`src/rtl/load_store_unit_pkg.sv`:
```
// Shared encodings and types for the load/store unit: access sizes, FSM states,
// the latched request payload and the alignment helper.
package load_store_unit_pkg;

  localparam int unsigned LSU_SRAM_BYTES = 1024;
  localparam int unsigned LSU_DATA_W     = 32;
  localparam int unsigned LSU_STATE_W    = 3;

  localparam logic [1:0] LSU_SIZE_BYTE = 2'b00;
  localparam logic [1:0] LSU_SIZE_HALF = 2'b01;
  localparam logic [1:0] LSU_SIZE_WORD = 2'b10;
  localparam logic [1:0] LSU_SIZE_RSVD = 2'b11;

  localparam logic [LSU_STATE_W-1:0] LSU_IDLE  = 3'd0;
  localparam logic [LSU_STATE_W-1:0] LSU_LOAD  = 3'd1;
  localparam logic [LSU_STATE_W-1:0] LSU_RMW   = 3'd2;
  localparam logic [LSU_STATE_W-1:0] LSU_WRITE = 3'd3;
  localparam logic [LSU_STATE_W-1:0] LSU_RESP  = 3'd4;

  // Request fields kept after accept; direction is carried by the FSM state.
  typedef struct packed {
    logic [1:0]            size;
    logic                  is_signed;
    logic [1:0]            lane;
    logic [LSU_DATA_W-1:0] wdata;
  } lsu_req_t;

  function automatic logic lsu_misaligned(input logic [1:0] size, input logic [1:0] lo);
    logic bad;
    bad = 1'b0;
    case (size)
      LSU_SIZE_HALF: bad = lo[0];
      LSU_SIZE_WORD: bad = (lo != 2'b00);
      default:       bad = 1'b0;
    endcase
    return bad;
  endfunction

endpackage

```
`src/rtl/lsu_byte_lane.sv`:
```
// Combinational lane steering: extracts a sub-word from a memory word for loads
// and merges store data into a memory word for read-modify-write.
module lsu_byte_lane
  import load_store_unit_pkg::*;
(
  input  logic [31:0] word_i,
  input  logic [1:0]  lane_i,
  input  logic [1:0]  size_i,
  input  logic        signed_i,
  input  logic [31:0] data_i,
  output logic [31:0] extract_c,
  output logic [31:0] merge_c
);

  logic [7:0]  byte_sel;
  logic [15:0] half_sel;
  logic [4:0]  shamt;
  logic [31:0] mask;
  logic [31:0] ins;

  // Little-endian lane selection; halfword lanes are 0 or 2 once aligned.
  always_comb begin
    byte_sel = 8'h00;
    case (lane_i)
      2'd0:    byte_sel = word_i[7:0];
      2'd1:    byte_sel = word_i[15:8];
      2'd2:    byte_sel = word_i[23:16];
      default: byte_sel = word_i[31:24];
    endcase
    half_sel = lane_i[1] ? word_i[31:16] : word_i[15:0];

    extract_c = word_i;
    case (size_i)
      LSU_SIZE_BYTE: extract_c = signed_i ? {{24{byte_sel[7]}}, byte_sel} : {24'h0, byte_sel};
      LSU_SIZE_HALF: extract_c = signed_i ? {{16{half_sel[15]}}, half_sel} : {16'h0, half_sel};
      default:       extract_c = word_i;
    endcase
  end

  always_comb begin
    shamt = {lane_i, 3'b000};
    mask  = 32'hFFFF_FFFF;
    ins   = data_i;
    case (size_i)
      LSU_SIZE_BYTE: begin
        mask = 32'h0000_00FF << shamt;
        ins  = {24'h0, data_i[7:0]} << shamt;
      end
      LSU_SIZE_HALF: begin
        mask = 32'h0000_FFFF << shamt;
        ins  = {16'h0, data_i[15:0]} << shamt;
      end
      default: begin
        mask = 32'hFFFF_FFFF;
        ins  = data_i;
      end
    endcase
    merge_c = (word_i & ~mask) | (ins & mask);
  end

endmodule

```
`src/rtl/load_store_unit.sv`:
```
// Load/store unit: turns byte/half/word core requests into word-aligned SRAM
// accesses, with read-modify-write for sub-word stores and access faulting.
module load_store_unit
  import load_store_unit_pkg::*;
#(
  parameter int unsigned SRAM_BYTES = LSU_SRAM_BYTES
) (
  input  logic        clk,
  input  logic        rst,
  input  logic        req_valid,
  output logic        req_ready,
  input  logic        req_we,
  input  logic [1:0]  req_size,
  input  logic        req_signed,
  input  logic [31:0] req_addr,
  input  logic [31:0] req_wdata,
  output logic        resp_valid,
  output logic [31:0] resp_rdata,
  output logic        resp_fault,
  output logic [31:0] mem_addr,
  output logic        mem_we,
  output logic [31:0] mem_wdata,
  input  logic [31:0] mem_rdata
);

  localparam logic [31:0] LAST_WORD = 32'(SRAM_BYTES - 4);

  logic [LSU_STATE_W-1:0] state_q, state_d;
  lsu_req_t               req_q, req_d;
  logic [31:0]            mem_addr_q, mem_addr_d;
  logic                   mem_we_q, mem_we_d;
  logic [31:0]            mem_wdata_q, mem_wdata_d;
  logic                   resp_valid_q, resp_valid_d;
  logic [31:0]            resp_rdata_q, resp_rdata_d;
  logic                   resp_fault_q, resp_fault_d;

  logic                   accept_c;
  logic                   fault_c;
  logic [31:0]            word_addr_c;
  logic [31:0]            extract_c;
  logic [31:0]            merge_c;

  assign req_ready   = (state_q == LSU_IDLE);
  assign accept_c    = req_valid && req_ready;
  assign word_addr_c = {req_addr[31:2], 2'b00};
  assign fault_c     = (req_size == LSU_SIZE_RSVD)
                    || lsu_misaligned(req_size, req_addr[1:0])
                    || (word_addr_c > LAST_WORD);

  lsu_byte_lane u_lane (
    .word_i   (mem_rdata),
    .lane_i   (req_q.lane),
    .size_i   (req_q.size),
    .signed_i (req_q.is_signed),
    .data_i   (req_q.wdata),
    .extract_c(extract_c),
    .merge_c  (merge_c)
  );

  // Next-state and registered-output decode; response fields clear by default.
  always_comb begin
    state_d      = state_q;
    req_d        = req_q;
    mem_addr_d   = mem_addr_q;
    mem_we_d     = 1'b0;
    mem_wdata_d  = mem_wdata_q;
    resp_valid_d = 1'b0;
    resp_rdata_d = 32'h0;
    resp_fault_d = 1'b0;

    case (state_q)
      LSU_IDLE: begin
        if (accept_c) begin
          req_d.size      = req_size;
          req_d.is_signed = req_signed;
          req_d.lane      = req_addr[1:0];
          req_d.wdata     = req_wdata;
          if (fault_c) begin
            state_d      = LSU_RESP;
            resp_valid_d = 1'b1;
            resp_fault_d = 1'b1;
          end else begin
            mem_addr_d = word_addr_c;
            if (!req_we) begin
              state_d = LSU_LOAD;
            end else if (req_size == LSU_SIZE_WORD) begin
              state_d     = LSU_WRITE;
              mem_we_d    = 1'b1;
              mem_wdata_d = req_wdata;
            end else begin
              state_d = LSU_RMW;
            end
          end
        end
      end
      LSU_LOAD: begin
        resp_rdata_d = extract_c;
        resp_valid_d = 1'b1;
        state_d      = LSU_RESP;
      end
      LSU_RMW: begin
        mem_wdata_d = merge_c;
        mem_we_d    = 1'b1;
        state_d     = LSU_WRITE;
      end
      LSU_WRITE: begin
        resp_valid_d = 1'b1;
        state_d      = LSU_RESP;
      end
      LSU_RESP: begin
        state_d = LSU_IDLE;
      end
      default: begin
        state_d = LSU_IDLE;
      end
    endcase
  end

  always_ff @(posedge clk or posedge rst) begin
    if (rst) begin
      state_q      <= LSU_IDLE;
      req_q        <= '0;
      mem_addr_q   <= 32'h0;
      mem_we_q     <= 1'b0;
      mem_wdata_q  <= 32'h0;
      resp_valid_q <= 1'b0;
      resp_rdata_q <= 32'h0;
      resp_fault_q <= 1'b0;
    end else begin
      state_q      <= state_d;
      req_q        <= req_d;
      mem_addr_q   <= mem_addr_d;
      mem_we_q     <= mem_we_d;
      mem_wdata_q  <= mem_wdata_d;
      resp_valid_q <= resp_valid_d;
      resp_rdata_q <= resp_rdata_d;
      resp_fault_q <= resp_fault_d;
    end
  end

  assign mem_addr   = mem_addr_q;
  assign mem_we     = mem_we_q;
  assign mem_wdata  = mem_wdata_q;
  assign resp_valid = resp_valid_q;
  assign resp_rdata = resp_rdata_q;
  assign resp_fault = resp_fault_q;

endmodule

```
`config.mk`:
```
export PLATFORM = sky130hd
export DESIGN_NAME = load_store_unit
export DESIGN_NICKNAME = d
export VERILOG_FILES = /design/src/rtl/load_store_unit_pkg.sv /design/src/rtl/lsu_byte_lane.sv /design/src/rtl/load_store_unit.sv
export SDC_FILE = /design/constraint.sdc
export NUM_CORES = 1
export LEC_CHECK = 0
export ABC_CLOCK_PERIOD_IN_PS = 6840
export CORE_MARGIN = 2
export CORE_UTILIZATION = 51
export DETAILED_ROUTE_END_ITERATION = 12
export GPL_ROUTABILITY_DRIVEN = 0
export PLACE_DENSITY = 0.86
export SETUP_SLACK_MARGIN = 0.1
export SLEW_MARGIN = 20
export SYNTH_ARGS = -nofsm -noshare
export SYNTH_HDL_FRONTEND = slang
export SYNTH_SLANG_ARGS = --single-unit
```
`constraint.sdc`:
```
create_clock -name clk -period 6.84 [get_ports clk]
set_clock_uncertainty 0.15 [all_clocks]
set_input_delay 0.684 -clock clk [delete_from_list [all_inputs] [get_ports clk]]
set_output_delay 0.684 -clock clk [all_outputs]
set_load 0.02 [all_outputs]
```
==> results_dict.tcl <==
set metrics [dict create \
    slew_headroom_pct 30.25 \
    slowest_stage "and2b_1" \
    drcViolationCount 0 \
    pwr-share-seq_pct 44.8 \
    synth.cell_area_um2 6633 \
    syn_inst 601 \
    cts_tree "yes" \
    async_flop_share_pct 100.0 \
    clkPwrFrac_pct 40.2 \
    synth_ff_type "dfrtp_1" \
    hold_viol_final 0 \
    ant_nets 0 \
    ys_seq_area_share_pct 51.69 \
    hpwlAfterDp_um 14010 \
    routed_wl_um 19350 \
    cap_viol_max_count 0 \
    first_global_vias 5610 \
    irDropWorstVdd_mv 0.1428 \
    path_cells "clkdlybuf4s50_1 -> inv_1 -> ha_1 -> o21ai_1 -> a21oi_1 -> nor3_4 -> and2b_1 -> mux2_1" \
    grtUsageTotal_pct 28.29 \
    worst_setup_path_start_kind "input pin" \
    p_per_area_nw_per_um2 221.8 \
    criticalPathCategory "input pin to register" \
    status "finished, final reports clean" \
    drv_slew 0 \
    synth_enable_flop_cells 0 \
    combinationalPowerShare_pct 14.9 \
    hold_buffers 0 \
    worst_setup_path_end_kind "register" \
    vias 5547 \
    p_leak_nw 4.248 \
    dr.pass1.iters 6 \
    die_height_um 118.0 \
    max_stage_delay_ns 0.88 \
    antenna_found_initial 0 \
    rows 41 \
    whs_ns 0.3384 \
    post-cts-setup-buffer-count 0 \
    drive_above_1_share_pct 13.16 \
    cts_htree_levels 4 \
    ys_ff_latch 137 \
    start_util_pct 52.35 \
    cts_buffers 17 \
    io_pins 203 \
    fin_nets 886 \
    period_needed_ns 3.285 \
    cts.clk_slew.worst_paths_ns 0.05 \
    fmax_mhz 304.4 \
    grt_pass1_wl_um 30530 \
    netlist_top_cells_area "dfrtp_1, mux2_4, mux2_2" \
    synth_top_area_share_pct 51.69 \
    io_buffers 200 \
    power.internal_mw 1.487 \
    required_ns 6.99 \
    yosysWarningCount 0 \
    coreArea_um2 12670 \
    grt_max_degree 77 \
    cp_max_fo 30 \
    crit_buf_inv 2 \
    clock-sinks 137 \
    tns_ns 0 \
    critPathArrivalTime_ns 3.43 \
    synth.distinct_cells 46 \
    avgSynthCellArea_um2 11.04 \
    r2r_slack_ns 3.80 \
    netlist.top_cell.by_area "dfrtp_1" \
    vias_per_cell 5.766 \
    cts_resized 0 \
    die_area_um2 13930 \
    diodes 0 \
    swShare_pct 27.01 \
    worstHoldPathType "register to register" \
    p_switching_mw 0.5502 \
    clock_latency_ns 0.42 \
    synth.most_common_cell "dfrtp_1" \
    clock-root-buffer "clkbuf_16" \
    clock_path_buffers 2 \
    post_drt_wl_per_cell_um 20.12 \
    grt_overflow_total 0 \
    rsz0062_at_grt "no" \
    fin_crit_sh_pct 48.02 \
    worst_slew_pin_slew_ns 1.046 \
    setup_viol_count_final 0 \
    dr.first_iter.drc_count 553 \
    synthTopCellsByCount "dfrtp_1, nand2_1, a21oi_1" \
    area_delta_synth_final_pct 38.48 \
    cp_top_family "simple AND/OR/NAND/NOR gates" \
    die_x_um 118.0 \
]
## placed cells by master (no fill, tap or decap), types with 2 or more instances in the layout
cell type and count:
dfrtp_1 136, clkinvlp_4 2, o221a_2 7, clkdlybuf4s50_1 200, a21o_1 2, ha_1 3, clkbuf_16 17, a21oi_1 45
a31oi_1 10, nand2_1 54, conb_1 2, a221oi_1 7, inv_1 31, nor4_1 5, nand2b_1 5, nor3_1 3
mux2i_1 16, or2_2 2, buf_4 4, mux2_4 29, clkbuf_1 4, o21ai_1 12, a32o_1 8, clkinv_4 2
nand3b_1 8, o22ai_1 8, nor2b_1 24, nor2_1 20, o22a_1 9, o21ai_0 39, a211oi_1 8, mux2_2 29
mux2_1 19, clkinv_2 3
## per-layer routing
metal  share of wire (%)  global-route usage (%)
met1                  42                   37.30
met2                  48                   45.75
met3                 7.4                   6.541
met4                 2.7                   10.54
met5                   0                       0
## worst register-to-register path, cell delays in order (launching register included)
cell and delay, ns:
dfrtp_1 0.41, nor2_2 0.19, nand2_1 0.09, or2_2 0.64, and2b_1 1.03, mux2_1 0.41
## layout make-up
cell class	count	area (um^2)
clock inverters	8	77.57
inverters	32	122.6
repair buffers	204	2032
clock buffers	21	440.4
well taps	172	215.2
fillers	867	3486
multi-input cells	388	2865
flip-flops and latches	137	3432
## metrics by stage
stage / std cells / cell area, um^2 / power, mW / setup slack, ns / util, %
detailed placement: 933 / 8665 / 1.221 / 3.140 / 68.38
floorplan: 602 / 6636 / 1.095 / 2.338 / -
finish: 962 / 9185 / 2.037 / 3.555 / 72.49
CTS: 962 / 9183 / 2.040 / 3.579 / 72.47
global route: 962 / 9185 / 2.119 / 3.358 / 72.49
global placement: 933 / 8665 / 1.206 / 3.328 / 68.38
## power by group through the flow
stage | Combinational (mW) | Clock, mW | Sequential [mW]
floorplan | 0.214 | 0 | 0.882
global placement | 0.288 | 0 | 0.918
detailed placement | 0.298 | 0 | 0.923
CTS | 0.301 | 0.830 | 0.909
global route | 0.330 | 0.871 | 0.918
finish | 0.304 | 0.820 | 0.913
## sequential cells by signal, indices dropped and copies added, names as in the netlist
name        flops
mem_addr       30
mem_wdata      32
mem_we          1
req_q          37
resp_fault      1
resp_rdata     32
resp_valid      1
state_q         3
## cells by family (layout without fill, tap and decap cells)
family          Yosys count  in the layout  synth area share (%)
compound gates          161            161                 15.51
flops                   137            137                 51.69
simple gates            128            128                 9.546
mux                      94             94                 17.47
buf+inv                  77            265                 5.169
fa+ha+maj                 3              3                0.5660
other cells               1              2               0.05654
## path summary, 6_finish.rpt
path	startpoint	cells after the start	to
max	req_size[0]	8	mem_addr[7]
min	mem_addr[2]	1	mem_addr[2]
max reg2reg	state_q[0]	5	mem_addr[7]
min reg2reg	mem_addr[2]	1	mem_addr[2]
max in group asynchronous	rst	3	req_q[36]
min in group asynchronous	rst	2	resp_rdata[2]
No activity file was read; power rests on OpenSTA's default activity.
